## src/rtl/uart_autobaud.sv

```systemverilog
// uart_autobaud: auto-baud controller for the variable-oversampling UART receiver.
// Measures the bit period of an incoming sync character (default 0x55) on the
// raw RX line, derives the oversampling ratio and drives it to the receiver.
//
// Ports:
//   clk      in   system clock
//   rst_n    in   synchronous active-low reset
//   in       in   raw asynchronous RX line (shared with the receiver)
//   rx_out   in   receiver byte output
//   rx_clk   in   receiver byte strobe; rising edge marks a valid rx_out
//   relearn  in   one-cycle request to restart hunting
//   o        out  oversampling ratio (clk cycles per bit)
//   locked   out  high while a ratio is confirmed
//   err      out  one-cycle pulse on any abort
//
// Build option: define UART_AUTOBAUD_VERIFY_EN to confirm lock by checking the
// receiver's next decoded byte against SYNC. Without it, a successful
// measurement locks immediately and rx_out/rx_clk are unused.
module uart_autobaud #(
  parameter int unsigned OW       = 4,
  parameter int unsigned CW       = 16,
  parameter int unsigned DEF_O    = 8,
  parameter int unsigned IDLE_MIN = 16,
  parameter logic [7:0]  SYNC     = 8'h55
) (
  input  logic          clk,
  input  logic          rst_n,
  input  logic          in,
  input  logic [7:0]    rx_out,
  input  logic          rx_clk,
  input  logic          relearn,
  output logic [OW-1:0] o,
  output logic          locked,
  output logic          err
);

  typedef enum logic [1:0] {HUNT, MEASURE, VERIFY, LOCKED} state_t;

  // The interval counter aborts instead of stepping onto all-ones, so a
  // measured interval always fits in CW bits and eight of them in CW+3 bits.
  localparam logic [CW-1:0] INT_LAST = {{(CW-1){1'b1}}, 1'b0};

  state_t        state_q, state_d;
  logic          s1_q, rxs_q, rxs_prev_q, rxclk_prev_q;
  logic [CW-1:0] idle_q, idle_d;
  logic [CW-1:0] int_q, int_d;
  logic [CW-1:0] t0_q, t0_d;
  logic [CW+2:0] sum_q, sum_d;
  logic [2:0]    k_q, k_d;
  logic [OW-1:0] o_q, o_d, o_sav_q, o_sav_d;
  logic          err_q, err_d;

  logic          edge_w, fall_w, strobe_w, abort_w;
  logic [CW-1:0] t_w, diff_w;
  logic [CW+2:0] sum_nx_w;
  logic [CW:0]   r_w;

`ifdef UART_AUTOBAUD_VERIFY_EN
  logic          miss_q, miss_d;
  logic [CW-1:0] vcnt_q, vcnt_d;
`else
  logic          unused_rx;
  assign unused_rx = ^{rx_out, rx_clk};
`endif

  assign edge_w   = rxs_q ^ rxs_prev_q;
  assign fall_w   = rxs_prev_q & ~rxs_q;
  assign strobe_w = rx_clk & ~rxclk_prev_q;
  assign t_w      = int_q + CW'(1);
  assign diff_w   = (t_w > t0_q) ? (t_w - t0_q) : (t0_q - t_w);
  assign sum_nx_w = sum_q + (CW+3)'(t_w);
  assign r_w      = (CW+1)'(({1'b0, sum_nx_w} + (CW+4)'(4)) >> 3);

  assign o      = o_q;
  assign locked = (state_q == LOCKED);
  assign err    = err_q;

  always_ff @(posedge clk) begin
    if (!rst_n) begin
      s1_q         <= 1'b1;
      rxs_q        <= 1'b1;
      rxs_prev_q   <= 1'b1;
      rxclk_prev_q <= 1'b0;
      state_q      <= HUNT;
      idle_q       <= '0;
      int_q        <= '0;
      t0_q         <= '0;
      sum_q        <= '0;
      k_q          <= '0;
      o_q          <= OW'(DEF_O);
      o_sav_q      <= OW'(DEF_O);
      err_q        <= 1'b0;
`ifdef UART_AUTOBAUD_VERIFY_EN
      miss_q       <= 1'b0;
      vcnt_q       <= '0;
`endif
    end else begin
      s1_q         <= in;
      rxs_q        <= s1_q;
      rxs_prev_q   <= rxs_q;
      rxclk_prev_q <= rx_clk;
      state_q      <= state_d;
      idle_q       <= idle_d;
      int_q        <= int_d;
      t0_q         <= t0_d;
      sum_q        <= sum_d;
      k_q          <= k_d;
      o_q          <= o_d;
      o_sav_q      <= o_sav_d;
      err_q        <= err_d;
`ifdef UART_AUTOBAUD_VERIFY_EN
      miss_q       <= miss_d;
      vcnt_q       <= vcnt_d;
`endif
    end
  end

  always_comb begin
    state_d = state_q;
    int_d   = int_q;
    t0_d    = t0_q;
    sum_d   = sum_q;
    k_d     = k_q;
    o_d     = o_q;
    o_sav_d = o_sav_q;
    err_d   = 1'b0;
    abort_w = 1'b0;
`ifdef UART_AUTOBAUD_VERIFY_EN
    miss_d  = miss_q;
    vcnt_d  = vcnt_q;
`endif

    // Saturating run length of idle (high) line.
    if (!rxs_q)             idle_d = '0;
    else if (idle_q == '1)  idle_d = idle_q;
    else                    idle_d = idle_q + CW'(1);

    case (state_q)
      HUNT: begin
        if (fall_w && (idle_q >= CW'(IDLE_MIN))) begin
          state_d = MEASURE;
          int_d   = '0;
          k_d     = '0;
          sum_d   = '0;
          o_sav_d = o_q;
        end
      end
      MEASURE: begin
        if (edge_w) begin
          int_d = '0;
          if ((k_q != 3'd0) && (diff_w > (t0_q >> 2))) begin
            abort_w = 1'b1;
          end else begin
            if (k_q == 3'd0) t0_d = t_w;
            sum_d = sum_nx_w;
            k_d   = k_q + 3'd1;
            if (k_q == 3'd7) begin
              if ((r_w >= (CW+1)'(3)) && (r_w <= (CW+1)'((1 << OW) - 1))) begin
                o_d = r_w[OW-1:0];
`ifdef UART_AUTOBAUD_VERIFY_EN
                state_d = VERIFY;
                miss_d  = 1'b0;
                vcnt_d  = '0;
`else
                state_d = LOCKED;
`endif
              end else begin
                abort_w = 1'b1;
              end
            end
          end
        end else if (int_q == INT_LAST) begin
          abort_w = 1'b1;
        end else begin
          int_d = int_q + CW'(1);
        end
      end
      VERIFY: begin
`ifdef UART_AUTOBAUD_VERIFY_EN
        // The first mismatching strobe is the tail of the measured character.
        if (strobe_w) begin
          if (rx_out == SYNC)  state_d = LOCKED;
          else if (miss_q)     abort_w = 1'b1;
          else                 miss_d  = 1'b1;
        end else if (vcnt_q == '1) begin
          abort_w = 1'b1;
        end else begin
          vcnt_d = vcnt_q + CW'(1);
        end
`else
        state_d = HUNT;
`endif
      end
      LOCKED: ;
      default: state_d = HUNT;
    endcase

    if (abort_w) begin
      err_d   = 1'b1;
      state_d = HUNT;
      o_d     = o_sav_q;
    end

    if (relearn) begin
      state_d = HUNT;
      err_d   = 1'b0;
      o_d     = o_q;
    end
  end

endmodule

```

## config.mk

```make
export PLATFORM = sky130hd
export DESIGN_NAME = uart_autobaud
export DESIGN_NICKNAME = d
export VERILOG_FILES = /design/src/rtl/uart_autobaud.sv
export SDC_FILE = /design/constraint.sdc
export NUM_CORES = 1
export LEC_CHECK = 0
export CORE_UTILIZATION = 55
export DETAILED_ROUTE_END_ITERATION = 8
export PLACE_DENSITY = 0.72
export SYNTH_ARGS = -nofsm -noshare
export SYNTH_HDL_FRONTEND = slang
export SYNTH_SLANG_ARGS = --single-unit
```

## constraint.sdc

```tcl
create_clock -name clk -period 14.3 [get_ports clk]
set_clock_uncertainty 0.05 [all_clocks]
set_input_delay 2.145 -clock clk [delete_from_list [all_inputs] [get_ports clk]]
set_output_delay 2.145 -clock clk [all_outputs]
set_load 0.05 [all_outputs]
```

### Yosys cells after proc, flatten, opt, wreduce, memory -nomap -nowiden

Index checks and enable logic that the tools add are counted.
W data, S select, Z words.

* $add $sub $neg: 7
* order comparisons: 5
* eq/ne operators: 13
* multiplexer cells: 32
* bitwise gates (word level): 6
* reduce and logical (&&, ||, !) cells: 21

Operator list (number)
* $mux W16: 4
* $mux W19: 3
* $pmux W19 S2: 1
* $add A16 B1 Y16 const B: 2
* $eq A16 B16 Y1 const B: 2
* $pmux W16 S2: 1
* $sub A16 B16 Y16: 2
* $mux W4: 6
* $add A19 B3 Y20 const B: 1
* $add A19 B16 Y19: 1
* $ge A17 B2 Y1 const B: 1
* $le A17 B4 Y1 const B: 1
* $ge A16 B5 Y1 const B: 1
* $gt A16 B14 Y1: 1
* $gt A16 B16 Y1: 1
* $ne A2 B2 Y1 const B: 6
* $reduce_and A6 Y1: 2
* $mux W2: 5
* $reduce_bool A2 Y1: 5
* $mux W3: 3
* $reduce_and A4 Y1: 2
* $mux W1: 7
* $pmux W2 S3: 1
* $pmux W3 S2: 1
* other kinds (16): 24

* flip-flop bits (word level): 84
* input bits: 13
* word-level logic and storage cells: 96

### Longest topological paths before layout

* depth in word-level cells: 12
* depth in mapped cells: 35
* mapped depth without buffers: 30

### Worst setup path after synthesis

OpenSTA, ideal clock, no wires.

* path type: register to register
* start point: reg int_q[0]
* end point: reg sum_q[16]
* library setup time: 0.070 ns
* arrival: 6.279 ns
* data required time: 14.180 ns
* path slack: 7.901 ns
* cell stages (with the launch flop): 31
* clock period less this slack: 6.399 ns
* cells stage by stage: dfxtp_1 ha_1 nand3_1 or2_2 clkbuf_1 nor2_1 xnor2_1 inv_1 ha_1 clkbuf_1 nand4_1 nor3_1 o21ai_1 a21oi_2 buf_6 mux2_2 a221oi_1 o21ai_0 a31oi_1 xnor2_1 ha_1 a21oi_1 o21ai_0 nor3_1 nor2_1 a21o_1 a2bb2oi_1 nand2_2 a211o_1 or4b_1 a21boi_1

* longest elaborated chain between the ends: 7
* elaborated cells on any way between the ends: 13
* classes of those cells: 4 x add/sub; 2 x order compare; 1 x eq/ne; 4 x mux; 2 x reduce/logical

RTL lines
* from (decl): line 46 `logic [CW-1:0] int_q, int_d;`
* from (signal assigned): line 104 `int_q <= int_d;`
* $add A16 B1 Y16 (*): line 69 `assign t_w = int_q + CW'(1);`
* named net t_w[12]: line 54 `logic [CW-1:0] t_w, diff_w;`
* $sub A16 B16 Y16 or $gt A16 B16 Y1 (tied branches): line 70 `assign diff_w = (t_w > t0_q) ? (t_w - t0_q) : (t0_q - t_w);`
* $mux W16: line 70
* $gt A16 B14 Y1: line 151 `if ((k_q != 3'd0) && (diff_w > (t0_q >> 2))) begin`
* $logic_and A1 B1 Y1: line 151
* $ne A2 B2 Y1 (no line)
* $reduce_and A4 Y1 (no line)
* to (signal assigned): line 106 `sum_q <= sum_d;`
* to (decl): line 48 `logic [CW+2:0] sum_q, sum_d;`

The timed path passes the listed nets; every way through them passes the cells marked *. The select of a mux whose other input is x is not followed.
A chain may end at the register's enable or synchronous reset.

### Worst setup path in the final report

Same ends and word-level chain as after synthesis.

==> results.yml <==
global_route:
  grt_pass1_vias: 5934
  grt_usage_pct: 27.3
  grt_max_degree: 65
  antenna_found_initial: 0
  grt_pass1_wl_mm: 29.0
  grt_overflow: 0
die:
  start_util_pct: 56.5
  fp-row-count: 41
  core_mm2: 0.0127
  die_y_um: 116
  die-area_mm2: 0.0135
  dieWidth_um: 116
  io-pin-count: 19
power_and_ir_drop:
  internal_power_uw: 363
  pwr-share-clk_pct: 48.8
  power_density_mw_per_mm2: 63.5
  p_sw_uw: 120
  power_frac_comb_pct: 2.4
  p_leak_uw: 0.00332
  ir_worst_vdd_v: 0.0000437
  switching_share_pct: 24.8
  seqPwrFrac_pct: 48.8
timing:
  slew_headroom_pct: 23.7
  fin_crit_ps: 8140
  tns_ps: 0
  finalCritPeriodShare_pct: 56.9
  fmax_mhz: 123
  rsz0062_at_grt: "false"
  drv_slew: 0
  max_slew.worst_pin.slew_ps: 1140
  hold_viol: 0
  finalSetupViolCount: 0
critical_path:
  worstSetupPathDepth: 27
  worstSetupPathType: "flop to flop"
  end_kind: "flop"
  crit_buf_inv: 2
  critPathTopFamily: "compound AO/OA/AOI/OAI gates"
  r2r_cells: 27
  cp-endpoint: "sum_q[16]"
  r2r_setup_slack_ps: 6160
  timing.rr.end: "sum_q[16]"
  crit_path_start_kind: "flop"
  crit_slowest_cell: "a21oi_2"
  max_stage_delay_ps: 600
  crit_fanout: 42
  reg2reg_from: "int_q[0]"
  cp.arrival_ps: 8360
  cp.required_ps: 14530
  cp-startpoint: "int_q[0]"
clock_tree:
  clk_path_buf_depth: 2
  cts_setup_buffers: 0
  clkLatencyLatePin_ps: 340
  cts.reportedPaths.clkPinSlew_ps: 70
  ctsResizeCount: 0
  cts.sinks: 84
  cts_hold_buffers: 0
  cts_inserted_buffers: 9
  clockRootBuffer: "clkbuf_16"
  cts_tree: "built"
  ctsHtreeMaxLevel: 3
final_layout:
  final_cells: 1060
  seqCellArea_mm2: 0.00168
  fill_cells: 1182
  multiInputGateArea_mm2: 0.00508
  insertedDiodeCount: 0
  drive_gt1_share_pct: 5.74
  syn_to_final_growth_pct: 6.26
  fin_nets: 970
  final_cell_area_mm2: 0.00760
  utilization_pct: 60.0
yosys:
  ys_seq_area_share_pct: 23.5
  ys_types: 86
  syn-mean-instance-area_um2: 7.93
  synth_top_family_by_area: "simple AND/OR/NAND/NOR gates"
  synth-main-ff-cell: "dfxtp_1"
  yosys.area_share.simple_pct: 24.7
  synth-xor-area-share_pct: 6.00
  synth_mux_area_share_pct: 2.69
  synthCells: 902
  synth_compound_area_share_pct: 24.3
  async_reset_ff_share_pct: 0
  synth-edff-count: 0
  synth_fp_nets: 989
  synth_fa_ha_area_share_pct: 13.3
  synth_area_mm2: 0.00716
  ys_warn_count: 0
  ys_seq_elements: 84
detailed_routing:
  drt-initial-drc-count: 492
  first_pass_iters: 8
  drc: 0
  wire_per_inst_um: 16.9
  final_antenna_net_count: 0
  via_per_inst: 6.12
  wl_mm: 17.9
  num_vias: 6486
placed_design:
  place_inst: 1044
  gp_congestion: 0.914
  post_dp_cell_area_mm2: 0.00730
  io_buffers: 9
  place_hpwl_mm: 13.6
flow_run:
  maxCapViolCount: 0
outcome:
  status: "finished clean"
hold_path:
  worstHoldPathCells: 1
  holdCritPathClass: "flop to flop"
==> power groups by stage <==
stage | combinational (uW) | sequential (uW) | clock, uW
final | 11.6 | 235 | 236
after global routing | 12.7 | 236 | 250
after CTS | 11.7 | 235 | 240
after detailed placement | 11.7 | 241 | 0
after global placement | 11.4 | 241 | 0
after floorplan | 8.68 | 241 | 0
==> worst register-to-register path: stages (launching register included) <==
cell and delay (ps):
dfxtp_1 470, ha_1 280, nand3_1 230, or2_2 420, xor2_1 310, inv_1 190
ha_1 520, nand2_4 130, o21ai_0 280, a221oi_1 180, a21oi_2 600, mux2_2 410
a221oi_1 470, o21ai_0 290, a31oi_1 280, xnor2_1 150, ha_1 280, a21oi_1 140
o21ai_0 170, nor2_1 140, o211ai_1 110, a21o_1 170, a2bb2oi_1 400, nand2_2 200
a211o_1 330, buf_4 250, or4b_1 510, a21boi_1 150
==> state kept, by name, summed over array words and instances, names as in the netlist, 2 cells and up <==
name	flops
o_sav_q	4
idle_q	16
sum_q	19
o	4
k_q	3
state_q	2
t0_q	16
int_q	16
==> worst min path at each step <==
stage	startpoint	end	slack (ps)
after global placement	s1_q	rxs_q	340
after floorplan	s1_q	rxs_q	340
after detailed placement	s1_q	rxs_q	350
final	s1_q	rxs_q	370
after global routing	s1_q	rxs_q	400
after CTS	s1_q	rxs_q	370
==> layout by cell type (no fill, tap or decap), drive strengths merged, types with 13 or more instances in the layout <==
cell / instances
nand2: 90
dfxtp: 84
ha: 71
nor2: 69
inv: 60
a21oi: 52
o21ai: 36
nor2b: 28
nand3: 28
xor2: 26
xnor2: 23
or3: 22
a21o: 19
a21boi: 19
mux2i: 17
nor3: 17
and2: 16
nand4: 13
a22oi: 13
o211a: 13
a211oi: 13
==> cells in the mapped netlist (4+ instances only) <==
master,instances,area (um^2)
o31ai_1,5,37.5
a31oi_1,8,50.1
or3_1,22,138
ha_1,71,888
and3_1,7,43.8
nor3_1,15,75.1
a21oi_1,51,255
o21ai_0,32,160
xor2_1,26,228
o311a_1,4,40.0
a21o_1,19,143
nand4_1,13,81.3
nor2_1,69,259
o21ai_1,4,20.0
nor2b_1,28,175
buf_2,6,30.0
nand3b_1,4,30.0
xnor2_1,23,201
a21boi_1,17,128
a221oi_1,4,35.0
and4_1,6,52.6
mux2i_1,17,170
nand2_1,87,327
a211oi_1,11,82.6
and2_0,4,25.0
o211ai_1,4,30.0
nand2b_1,9,56.3
a31o_2,4,35.0
clkbuf_1,32,120
dfxtp_1,84,1680
o211a_1,13,130
nand3_1,26,130
o21a_1,12,90.1
nor4_1,6,37.5
o22ai_1,4,25.0
a22oi_1,13,97.6
and2_1,12,75.1
or4_1,4,30.0
inv_1,56,210
==> area by class of cell <==
class                      count  share of cell area (%)
sequential                    84                    22.1
multi-input combinational    719                    66.8
inverter                      56                    2.76
clock inverter                 7                    1.00
timing repair buffer          13                    1.51
tap                          172                    2.83
clock buffer                   9                    2.96
==> through the flow <==
stage	setup slack, ps	hold slack, ps	total power, uW
after floorplan	7900	336	249
after global placement	6430	341	252
after detailed placement	6310	354	253
after CTS	6290	374	487
after global routing	5720	402	498
final	6160	370	483
==> per-layer routing <==
layer	vias to the layer above	part of all wire [%]	routed length, um	global-route usage [%]
li1	3202	-	-	-
met1	3076	47	8380	35.9
met2	181	47	8390	45.9
met3	27	4.0	715	3.50
met4	0	2.1	382	9.49
met5	-	0	0	0
==> cell families after synthesis <==
kind of cell,Yosys count
buffers and inverters,99
multiplexers,19
AO/OA/AOI/OAI,240
flip-flops,84
XOR/XNOR,49
AND/OR/NAND/NOR,337
adder cells (fa/ha/maj),74
Note: power is estimated with default switching activity, not from simulation.
